==> config.mk <==
export PLATFORM = sky130hd
export DESIGN_NAME = r2sdf_stage_ctrl
export DESIGN_NICKNAME = d
export VERILOG_FILES = /design/src/rtl/fft_pkg.sv /design/src/rtl/sdf_delay_line.sv /design/src/rtl/r2sdf_stage_ctrl.sv
export SDC_FILE = /design/constraint.sdc
export NUM_CORES = 1
export LEC_CHECK = 0
export BUFFER_PORTS_ARGS = -buffer_cell sky130_fd_sc_hd__buf_2
export CELL_PAD_IN_SITES_DETAIL_PLACEMENT = 0
export CELL_PAD_IN_SITES_GLOBAL_PLACEMENT = 1
export CORE_ASPECT_RATIO = 0.5
export CORE_UTILIZATION = 42
export DETAILED_ROUTE_END_ITERATION = 12
export GPL_TIMING_DRIVEN = 1
export PLACE_DENSITY = 0.82
export SYNTH_ARGS = -nofsm -noshare
export SYNTH_HDL_FRONTEND = slang
export SYNTH_SLANG_ARGS = --single-unit
export TNS_END_PERCENT = 1
==> constraint.sdc <==
create_clock -name clk_i -period 1.5 [get_ports clk_i]
set_input_delay 0.3 -clock clk_i [delete_from_list [all_inputs] [get_ports clk_i]]
set_output_delay 0.3 -clock clk_i [all_outputs]
set_load 0.005 [all_outputs]
==> src/rtl/fft_pkg.sv <==
// Shared constants for the 32-point R2SDF FFT: widths, frame length and
// the butterfly control-state encoding.
package fft_pkg;

  localparam int unsigned N_DEFAULT = 32;
  localparam int unsigned AW        = 11;
  localparam int unsigned SW        = 12;
  localparam int unsigned OW        = 14;

  localparam logic [1:0] ST_IDLE    = 2'd0;
  localparam logic [1:0] ST_FIRST   = 2'd1;
  localparam logic [1:0] ST_SECOND  = 2'd2;
  localparam logic [1:0] ST_WAITING = 2'd3;

  // One complex word of the feedback shift register.
  typedef struct packed {
    logic signed [SW-1:0] re;
    logic signed [SW-1:0] im;
  } sr_word_t;

  // Butterfly state from the sample-valid flag, upper-half flag and drain flag.
  function automatic logic [1:0] decode_state(input logic a_v, input logic upper, input logic drain);
    logic [1:0] st;
    st = ST_IDLE;
    if (a_v && upper) begin
      st = ST_FIRST;
    end else if (drain) begin
      st = ST_SECOND;
    end else if (a_v) begin
      st = ST_WAITING;
    end
    return st;
  endfunction

endpackage

==> src/rtl/sdf_delay_line.sv <==
// Shift-enabled delay line holding the SDF feedback samples; the tail is the
// oldest entry and the head is written on every enabled cycle.
module sdf_delay_line #(
  parameter int unsigned DEPTH = 16,
  parameter int unsigned WIDTH = 24
) (
  input  logic             clk_i,
  input  logic             rst_i,
  input  logic             en_i,
  input  logic [WIDTH-1:0] din_i,
  output logic [WIDTH-1:0] dout_o
);

  logic [WIDTH-1:0] mem_q [DEPTH];

  always_ff @(posedge clk_i) begin
    if (rst_i) begin
      mem_q <= '{default: '0};
    end else if (en_i) begin
      mem_q[0] <= din_i;
      for (int unsigned k = 1; k < DEPTH; k++) begin
        mem_q[k] <= mem_q[k-1];
      end
    end
  end

  assign dout_o = mem_q[DEPTH-1];

endmodule

==> src/rtl/r2sdf_stage_ctrl.sv <==
// Control and storage half of one R2SDF stage: input register, frame/drain
// counters, butterfly state/twiddle drive, feedback delay line, output register.
module r2sdf_stage_ctrl
  import fft_pkg::*;
#(
  parameter int unsigned N = N_DEFAULT
) (
  input  logic                        clk_i,
  input  logic                        rst_i,
  input  logic                        in_valid_i,
  input  logic signed [AW-1:0]        in_r_i,
  input  logic signed [AW-1:0]        in_i_i,
  output logic [1:0]                  bf_state_o,
  output logic signed [AW-1:0]        bf_a_r_o,
  output logic signed [AW-1:0]        bf_a_i_o,
  output logic signed [SW-1:0]        bf_b_r_o,
  output logic signed [SW-1:0]        bf_b_i_o,
  output logic [$clog2(N/2)-1:0]      tw_idx_o,
  input  logic signed [SW-1:0]        bf_sr_r_i,
  input  logic signed [SW-1:0]        bf_sr_i_i,
  input  logic signed [OW-1:0]        bf_out_r_i,
  input  logic signed [OW-1:0]        bf_out_i_i,
  output logic                        out_valid_o,
  output logic signed [OW-1:0]        out_r_o,
  output logic signed [OW-1:0]        out_i_o,
  output logic                        frame_err_o
);

  localparam int unsigned HALF = N / 2;
  localparam int unsigned CW   = $clog2(N);
  localparam int unsigned TW   = $clog2(HALF);

  logic                 a_v_q, a_v_d;
  logic signed [AW-1:0] a_r_q, a_r_d, a_i_q, a_i_d;
  logic [CW-1:0]        cnt_q, cnt_d;
  logic                 drain_q, drain_d;
  logic [TW-1:0]        dcnt_q, dcnt_d;
  logic [1:0]           state_q, state_d;
  logic [TW-1:0]        tw_q, tw_d;
  logic                 err_q, err_d;
  logic                 out_valid_q;
  logic signed [OW-1:0] out_r_q, out_i_q;
  sr_word_t             sr_din, sr_dout;

  // Next-state: counters, drain window and the butterfly state they imply.
  always_comb begin
    a_v_d   = in_valid_i;
    a_r_d   = in_valid_i ? in_r_i : '0;
    a_i_d   = in_valid_i ? in_i_i : '0;
    cnt_d   = cnt_q;
    drain_d = drain_q;
    dcnt_d  = dcnt_q;
    err_d   = 1'b0;

    if (a_v_q) begin
      cnt_d = (cnt_q == CW'(N - 1)) ? '0 : cnt_q + CW'(1);
    end else if (cnt_q != '0) begin
      cnt_d = '0;
      err_d = 1'b1;
    end

    if (drain_q) begin
      dcnt_d = dcnt_q + TW'(1);
      if (dcnt_q == TW'(HALF - 1)) begin
        drain_d = 1'b0;
      end
    end

    // Last sample of a complete frame opens the drain window.
    if (a_v_q && (cnt_q == CW'(N - 1))) begin
      drain_d = 1'b1;
      dcnt_d  = '0;
    end

    state_d = decode_state(a_v_d, cnt_d >= CW'(HALF), drain_d);
    tw_d    = (state_d == ST_SECOND) ? dcnt_d : '0;
  end

  always_ff @(posedge clk_i) begin
    if (rst_i) begin
      a_v_q   <= 1'b0;
      a_r_q   <= '0;
      a_i_q   <= '0;
      cnt_q   <= '0;
      drain_q <= 1'b0;
      dcnt_q  <= '0;
      state_q <= ST_IDLE;
      tw_q    <= '0;
      err_q   <= 1'b0;
    end else begin
      a_v_q   <= a_v_d;
      a_r_q   <= a_r_d;
      a_i_q   <= a_i_d;
      cnt_q   <= cnt_d;
      drain_q <= drain_d;
      dcnt_q  <= dcnt_d;
      state_q <= state_d;
      tw_q    <= tw_d;
      err_q   <= err_d;
    end
  end

  // Output flop behind the butterfly; holds its value outside FIRST/SECOND.
  always_ff @(posedge clk_i) begin
    if (rst_i) begin
      out_valid_q <= 1'b0;
      out_r_q     <= '0;
      out_i_q     <= '0;
    end else begin
      out_valid_q <= (state_q == ST_FIRST) || (state_q == ST_SECOND);
      if ((state_q == ST_FIRST) || (state_q == ST_SECOND)) begin
        out_r_q <= bf_out_r_i;
        out_i_q <= bf_out_i_i;
      end
    end
  end

  assign sr_din = '{re: bf_sr_r_i, im: bf_sr_i_i};

  sdf_delay_line #(
    .DEPTH (HALF),
    .WIDTH ($bits(sr_word_t))
  ) u_delay (
    .clk_i  (clk_i),
    .rst_i  (rst_i),
    .en_i   (state_q != ST_IDLE),
    .din_i  (sr_din),
    .dout_o (sr_dout)
  );

  assign bf_state_o  = state_q;
  assign bf_a_r_o    = a_r_q;
  assign bf_a_i_o    = a_i_q;
  assign bf_b_r_o    = sr_dout.re;
  assign bf_b_i_o    = sr_dout.im;
  assign tw_idx_o    = tw_q;
  assign out_valid_o = out_valid_q;
  assign out_r_o     = out_r_q;
  assign out_i_o     = out_i_q;
  assign frame_err_o = err_q;

endmodule
### After elaboration in Yosys (flattened, before gate mapping)

Cells that the tools add are included.

| storage, ports and cells | value |
|---|---|
| register bits after elaboration | 453 |
| output and inout port bits | 82 |
| word-level logic and storage cells | 58 |

| cells by class | value |
|---|---|
| $add $sub $neg | 2 |
| magnitude comparators | 1 |
| equality and inequality tests | 5 |
| muxes and demuxes | 12 |
| bitwise logic cells | 2 |
| reduce and logical (&&, ||, !) cells | 8 |

Operator list:

| cell | count |
|---|---|
| $mux 5 | 3 |
| $mux 4 | 2 |
| $mux 2 | 3 |
| $reduce_or 2->1 | 3 |
| $add 5x1->5 const B | 1 |
| $eq 5x5->1 const B | 1 |
| $ge 5x5->1 const B | 1 |
| $reduce_bool 5->1 | 1 |
| $add 4x1->4 const B | 1 |
| $eq 2x2->1 const B | 2 |
| $eq 4x4->1 const B | 1 |
| $mux 1 | 4 |
| $eq 2x1->1 const B | 1 |
| $logic_and 1x1->1 | 2 |
| $not 1->1 | 2 |
| $reduce_bool 2->1 | 1 |
| $logic_or 1x1->1 | 1 |

### Logic depth before layout (Yosys ltp)

Gate-level depths: netlist of the first run.

| logic depth | value |
|---|---|
| depth in word-level cells | 9 |
| mapped depth | 7 |
| mapped depth without buffers | 6 |

### Modules after synthesis

Synthesis of the first run repeated with hierarchy kept, for this count alone.

| second synthesis, totals | value |
|---|---|
| cells, all modules | 1,474 |
| area total of the unflattened synthesis | 16,473.3 µm² |

By module, submodules not included:

| module | instances | cells an instance | area an instance (µm²) | seq. area each (µm²) |
|---|---|---|---|---|
| sdf_delay_line | 1 | 1,262 | 14,151.1 | 7,687.4 |
| r2sdf_stage_ctrl | 1 | 212 | 2,322.2 | 1,381.3 |

### Least setup slack after synthesis of the first run

Ideal clock, no wire load.

| timing path | value |
|---|---|
| path type | reg2reg |
| from | register cnt_q[0] |
| to | register tw_q[0], in the netlist tw_idx_o[0] |
| data arrival time | 1,500 ps |
| setup slack | -73 ps |
| stages on the path, launching flop included | 7 |
| period minus slack after synthesis | 1,573 ps |
| path through | dfxtp_1 ha_1 and3_1 ha_1 a21o_1 or2_4 nor3_2 |

| on the way | value |
|---|---|
| longest elaborated chain between the ends | 9 |
| elaborated cells between the ends (all ways) | 16 |

RTL lines:

| element | line | text |
|---|---|---|
| from (decl) | r2sdf_stage_ctrl.sv:35 | `logic [CW-1:0] cnt_q, cnt_d;` |
| from (signal assigned) | r2sdf_stage_ctrl.sv:94 | `cnt_q <= cnt_d;` |
| $add 5x1->5, or another cell as far along | r2sdf_stage_ctrl.sv:56 | `cnt_d = (cnt_q == CW'(N - 1)) ? '0 : cnt_q + CW'(1);` |
| $mux 5, on equally long branches | r2sdf_stage_ctrl.sv:56, r2sdf_stage_ctrl.sv:57 |  |
| $mux 5 | r2sdf_stage_ctrl.sv:55 | `if (a_v_q) begin` |
| $ge 5x5->1 | r2sdf_stage_ctrl.sv:75 | `state_d = decode_state(a_v_d, cnt_d >= CW'(HALF), drain_d);` |
| $logic_and 1x1->1 | fft_pkg.sv:25 | `if (a_v && upper) begin` |
| $mux 2 | fft_pkg.sv:25 |  |
| $eq 2x2->1 | r2sdf_stage_ctrl.sv:76 | `tw_d = (state_d == ST_SECOND) ? dcnt_d : '0;` |
| $not 1->1 (no line) | n/a |  |
| $reduce_or 2->1 (no line) | n/a |  |
| to (signal assigned) | r2sdf_stage_ctrl.sv:98 | `tw_q <= tw_d;` |
| to (decl) | r2sdf_stage_ctrl.sv:39 | `logic [TW-1:0] tw_q, tw_d;` |

Several ways; a longest one is shown, not always the timed one.
A chain may end at the register's enable or synchronous reset.

### Worst setup path in the final report of the first run

| timing path | value |
|---|---|
| from | register state_q[0], in the netlist bf_state_o[0] |
| to | register u_delay.mem_q (netlist bit u_delay.dout_o[20]) |

| on the way | value |
|---|---|
| longest elaborated chain between the ends | 1 |

RTL lines:

| element | line | text |
|---|---|---|
| from (decl) | r2sdf_stage_ctrl.sv:38 | `logic [1:0] state_q, state_d;` |
| from (signal assigned) | r2sdf_stage_ctrl.sv:97 | `state_q <= state_d;` |
| $reduce_bool 2->1 | r2sdf_stage_ctrl.sv:126 | `.en_i (state_q != ST_IDLE),` |
| to (signal, indexed assignment) | sdf_delay_line.sv:22 | `mem_q[k] <= mem_q[k-1];` |
| to (decl) | sdf_delay_line.sv:14 | `logic [WIDTH-1:0] mem_q [DEPTH];` |

Every way passes these cells.

==> results.md, run 1 <==
* Most frequent cells in the layout: dfxtp_1 (451), nor2_1 (421), mux2i_1 (412), buf_2 (157), dlygate4sd3_1 (68)
* Final Hold Fails at 0
* Clock Path Buffers at 3
* Vias at 9,965
* Hold_sp: bf_sr_r_i[7]
* Peak supply drop at 686 uV
* Vias per inst at 4.52
* Status: completed
* MaxCap Viol Count at 0
* Initial Util at 0.433
* Worst min-delay path category: primary input to flip-flop
* H-tree levels at 2
* Worst Reg2Reg Path Length in Cells at 6
* Crit-path max FO at 29
* Avg Cell Area, Syn at 11.2 um^2
* Final period demand of the worst path at 1.45 ns
* Largest net degree at the start of global routing at 84
* Root buf cell: clkbuf_16
* Leak at 9.05 nW
* Die X-Extent at 282 um
* Die Span Y at 142 um
* DRT Pass-1 Iters at 7
* R2R Setup Slk at 0.05 ns
* Number of synthesized flops with an enable pin at 0
* Cells on Worst Hold Path at 3
* Final setup margin at 0.0469 ns
* DP HPWL at 16.3 mm
* Worst Tran Pin Value at 0.358 ns
* Worst Skew at 0.0160 ns
* Total CTS buffers at 41
* Die area at 0.0400 mm^2
* Placed Area at 0.0172 mm^2
* Final core occ at 0.510
* Iteration-0 DRC Markers at 412
* Final setup violation count at 0
* Initial antenna violation count at 1
* First-pass GRT wire length at 45.7 mm
* Share of layout cells above drive strength 1 at 0.164
* DRC violation count after routing at 0
* Vias in the first global route at 9,230
* Remaining global-route overflow at 0
* Setup crit end kind: flip-flop
* Share of flip-flops with an asynchronous set or reset at 0
* Clk sinks at 453
* Cells after Synth at 1,473
* Area growth syn-to-layout at 17.8%
* Drt total wl at 27.1 mm
* Wire per inst at 12.3 um
* Antenna Nets Post-Route at 0
* Max-slew violation count at 0
* Mapped Area at 0.0164 mm^2
* I/O pin total at 159
* Data arrival, critical path at 1.87 ns
* Core ar. at 0.0380 mm^2
* Crit Reg-Reg Endpoint: u_delay.dout_o[20]
* Worst r2r src: bf_state_o[0]
* Number of synthesized register bits at 453
* Pwr/cell area at 1290 mW/mm^2
* Total track usage at 0.135
* Worst slew margin at 0.761
* Seq/Total Area, Yosys at 0.551
* Synth Net Count at 1,555
* Hold worst-path end: u_delay.mem_q[379]
* Commonest non-fill, non-tap cell in the layout: dfxtp_1
* FMAX at 688 MHz
* Later-pin clock latency in the skew report at 0.54 ns
* Num rows at 50
* Post-synthesis cell type count at 35
* Final std cell area, no fill at 0.0194 mm^2
* Pre-CTS setup slack at -0.0161 ns
* Ys flop type: dfxtp_1
* Syn. warnings at 0
* I/O Buffers at 158
* CP Launch Type: flip-flop
* Clock Pin Slew Worst Setup and Hold Paths at 0.06 ns
* Final period util at 0.969
* CP Class: flip-flop to flip-flop
* Final nets at 1,738
* RSZ-0062 raised after global routing: true
* Critical Path RT at 1.92 ns
* Final GP Congestion at 0.710
* CTS tree: done
==> Yosys cell counts, drive strengths merged (2+ instances only) <==
master,instances,area share
and2,23,0.0087
and3,2,0.00076
buf,90,0.066
clkbuf,30,0.0068
dfxtp,453,0.55
ha,5,0.0038
inv,6,0.0014
mux2i,413,0.25
nand2,3,0.00068
nand3,3,0.00091
nor2,422,0.096
nor2b,2,0.00076
nor3,3,0.0015
xnor2,2,0.0011
xor2,4,0.0021
==> cell type report <==
| cell class | instances | area (um^2) |
|---|---|---|
| Antenna cell | 1 | 2.50 |
| Clock buffer | 61 | 1260 |
| Clock inverter | 12 | 176 |
| Fill cell | 3371 | 18600 |
| Inverter | 6 | 22.5 |
| Multi-Input combinational cell | 894 | 6200 |
| Sequential cell | 453 | 9070 |
| Tap cell | 520 | 651 |
| Timing Repair Buffer | 260 | 1980 |
==> routing by layer <==
layer	track usage	wire (um)
met1	0.194	14200
met4	0.0420	581
met5	0	0
met3	0.0340	1220
met2	0.196	11100
==> cell families after synthesis <==
family	count (synthesis)	share of synthesized area
compound gates	6	0.00281
xor+xnor	6	0.00319
fa+ha+maj	5	0.00380
buf+inv	126	0.0747
flops	453	0.551
mux	413	0.251
simple gates	464	0.113
==> state kept, by name (all words and copies together), names as in the netlist <==
signal,count
bf_a_i_o,11
out_r_o,14
a_v_q,1
out_valid_o,1
dcnt_q,4
bf_a_r_o,11
drain_q,1
cnt_q,5
bf_state_o,2
tw_idx_o,4
u_delay.dout_o,24
u_delay.mem_q,360
out_i_o,14
frame_err_o,1
==> critical path: stages, from the launching register on <==
cell and delay [ns]:
dfxtp_1 0.32, inv_2 0.07, ha_4 0.16, buf_12 0.22
buf_12 0.25, mux2i_1 0.24, nor2_1 0.05
==> worst max-delay path by stage <==
stage / start / end / slack [ns] / cells after the start
floorplan: cnt_q[1] / tw_idx_o[0] / 0.01 / 6
global placement: cnt_q[1] / tw_idx_o[2] / 0.01 / 6
detailed placement: cnt_q[1] / tw_idx_o[0] / -0.02 / 6
CTS: cnt_q[0] / tw_idx_o[0] / -0.01 / 6
global route: bf_state_o[0] / u_delay.mem_q[339] / -0.03 / 6
finish: bf_state_o[0] / u_delay.dout_o[20] / 0.05 / 6
==> per-stage QoR <==
stage          total power (W)  hold WS [ns]  std cells  setup TNS (ns)
2_1_floorplan           0.0140         0.422       1473               0
3_3_place_gp            0.0141         0.469       2065               0
3_5_place_dp            0.0141         0.479       2065         -0.0373
4_1_cts                 0.0254      0.000622       2206         -0.0177
5_1_grt                 0.0261       0.00544       2207          -0.510
6_report                0.0250        0.0247       2207               0
==> repair_timing <==
| action | 4_1_cts | 5_1_grt |
|---|---|---|
| resized for setup | 2 | 7 |
| hold buffers | 68 | 0 |
| buffers inserted | 0 | 0 |
| pin swaps | 1 | 1 |
| hold endpoints to repair | 68 | 0 |
| setup endpoints to repair | 3 | 142 |
==> power by group <==
part           leakage [nW]  internal [W]  switching, W
registers              3.66        0.0122     0.0000888
logic                  4.67      0.000865      0.000847
clock network         0.711       0.00654       0.00447
total                  9.05        0.0196       0.00541
(Power assumes the default switching activity.)
==> run 2, diff against run 1 <==
--- a/config.mk
+++ b/config.mk
@@ -9,10 +9,11 @@
 export CELL_PAD_IN_SITES_DETAIL_PLACEMENT = 0
 export CELL_PAD_IN_SITES_GLOBAL_PLACEMENT = 1
 export CORE_ASPECT_RATIO = 0.5
-export CORE_UTILIZATION = 42
+export CORE_UTILIZATION = 30
 export DETAILED_ROUTE_END_ITERATION = 12
+export GPL_ROUTABILITY_DRIVEN = 0
 export GPL_TIMING_DRIVEN = 1
-export PLACE_DENSITY = 0.82
+export PLACE_DENSITY = 0.64
 export SYNTH_ARGS = -nofsm -noshare
 export SYNTH_HDL_FRONTEND = slang
 export SYNTH_SLANG_ARGS = --single-unit
==> results.md, run 2 (synthesized netlist as in run 1, its figures left out) <==
* Area of the multi-input gates at 0.00621 mm^2 (about the same)
* Pre-CTS setup slack at -0.0257 ns (-0.00961 ns)
* Most frequent cells in the layout: dfxtp_1 (449), nor2_1 (421), mux2i_1 (413), buf_2 (157), dlygate4sd3_1 (71)
* Total track usage at 0.102 (-0.0331)
* Hold_sp: bf_sr_r_i[3]
* Final nets at 1,769 (+1.8%)
* MaxCap Viol Count at 0 (unchanged)
* Die area at 0.0558 mm^2 (+40%)
* Worst Skew at 0.0179 ns (+0.00194 ns)
* Remaining global-route overflow at 0 (unchanged)
* Worst Reg2Reg Path Length in Cells at 6 (unchanged)
* Crit Reg-Reg Endpoint: tw_idx_o[1]
* Die Span Y at 168 um (+18%)
* DP HPWL at 17.9 mm (+10%)
* Root buf cell: clkbuf_16
* Cells on Worst Hold Path at 3 (unchanged)
* Leak at 9.26 nW (+2.4%)
* Drt total wl at 28.8 mm (+6.4%)
* R2R Setup Slk at 0.01 ns (-0.03 ns)
* Worst Tran Pin Value at 0.376 ns (+0.0180 ns)
* Hold worst-path end: u_delay.mem_q[375]
* Worst r2r src: cnt_q[1]
* Final setup violation count at 0 (unchanged)
* Peak supply drop at 623 uV (-9.1%)
* Iteration-0 DRC Markers at 435 (+5.6%)
* RSZ-0062 raised after global routing: true
* CTS tree: done
* Final setup margin at 0.0129 ns (-0.0340 ns)
* ANT cells at 0 (-1)
* Vias at 10,200 (+2.1%)
* Clock Pin Slew Worst Setup and Hold Paths at 0.06 ns (about the same)
* First-pass GRT wire length at 48.5 mm (+6.1%)
* Worst slew margin at 0.749 (-0.0120)
* DRT Pass-1 Iters at 4 (-3)
* Sequential Area at 0.00907 mm^2 (about the same)
* Pwr/cell area at 1290 mW/mm^2 (-0.18%)
* Largest reg by FF count: u_delay.mem_q
* Crit-path max FO at 3 (-90%)
* Area growth syn-to-layout at 21.6%
* Share of layout cells above drive strength 1 at 0.177 (+0.0134)
* Final period demand of the worst path at 1.49 ns (+0.0340 ns)
* Wire per inst at 11.8 um (-3.5%)
* Commonest non-fill, non-tap cell in the layout: dfxtp_1
* Num rows at 60 (+20%)
* Worst min-delay path category: primary input to flip-flop
* Data arrival, critical path at 1.96 ns (+0.09 ns)
* Final period util at 0.991 (+0.0227)
* Later-pin clock latency in the skew report at 0.55 ns (about the same)
* Critical Path RT at 1.97 ns (+0.05 ns)
* I/O Buffers at 158 (unchanged)
* Final Power at 0.0258 W (+3.1%)
* Vias per inst at 4.18 (-7.5%)
* CP Launch Type: flip-flop
* I/O pin total at 159 (unchanged)
* Die X-Extent at 333 um (+18%)
* FMAX at 672 MHz (-2.3%)
* Initial antenna violation count at 0 (-1)
* H-tree levels at 2 (unchanged)
* Largest register FFs at 360 (unchanged)
* Largest net degree at the start of global routing at 85 (+1.2%)
* Status: completed
* Clk sinks at 453 (unchanged)
* Antenna Nets Post-Route at 0 (unchanged)
* Max-slew violation count at 0 (unchanged)
* CP Class: flip-flop to flip-flop
* Fill cells at 5,299 (+57%)
* Initial Util at 0.305 (-0.128)
* Vias in the first global route at 9,508 (+3.0%)
* Setup crit end kind: flip-flop
* Final Hold Fails at 0 (unchanged)
* Total CTS buffers at 44 (+7.3%)
* DRC violation count after routing at 0 (unchanged)
* Clock Path Buffers at 3 (unchanged)
* Core ar. at 0.0540 mm^2 (+42%)
[run 2: what timing repair did]
item,4_1_cts,5_1_grt
cloned,0,2
setup endpoints to repair,4,97
hold buffers,71,0
hold endpoints to repair,71,0
pin swaps,0,5
setup buffers,0,4
resized for setup,3,11
[run 2: worst max-delay path: stages (launching register included)]
cell	delay [ns]
dfxtp_2	0.34
ha_4	0.15
and3_4	0.18
ha_4	0.20
and3_4	0.15
or2_4	0.26
nor3_2	0.14
[run 2: through the flow]
stage	util	TNS (ns)	area, um^2	hold slack, ns	cells
2_1_floorplan	-	0	16500	0.422	1473
6_report	0.371	0	20000	0.0356	2435
4_1_cts	0.368	-0.0100	19900	0.00176	2429
5_1_grt	0.371	-0.187	20000	0.00783	2435
3_3_place_gp	0.326	-0.0387	17600	0.467	2277
3_5_place_dp	0.326	-0.0506	17600	0.480	2277
[run 2: worst max-delay path by stage]
stage,start,depth (start not counted),endpoint,slack (ns)
detailed placement,cnt_q[1],6,tw_idx_o[0],-0.03
global route,cnt_q[1],6,tw_idx_o[1],-0.05
CTS,cnt_q[0],6,tw_idx_o[0],-0.01
finish,cnt_q[1],6,tw_idx_o[1],0.01
floorplan,cnt_q[1],6,tw_idx_o[0],0.01
global placement,cnt_q[1],6,tw_idx_o[0],-0.02
[run 2: power breakdown]
group	internal, W	switching [W]
Combinational	0.000960	0.000879
Clock	0.00697	0.00469
Sequential	0.0122	0.0000904
Total	0.0201	0.00566
[run 2: cell type report]
class / count / area share
clock buffers: 63 / 0.0637
multi-input cells: 894 / 0.310
inverters: 6 / 0.00113
repair buffers: 288 / 0.114
flip-flops and latches: 453 / 0.453
well taps: 713 / 0.0446
clock inverters: 18 / 0.0129
[run 2: per-layer routing]
layer	vias to the layer above	track usage	routed length, um
met5	-	0	0
met4	0	0.0309	605
met3	56	0.0240	1050
met2	112	0.154	12200
met1	4711	0.142	14900
li1	5295	-	-
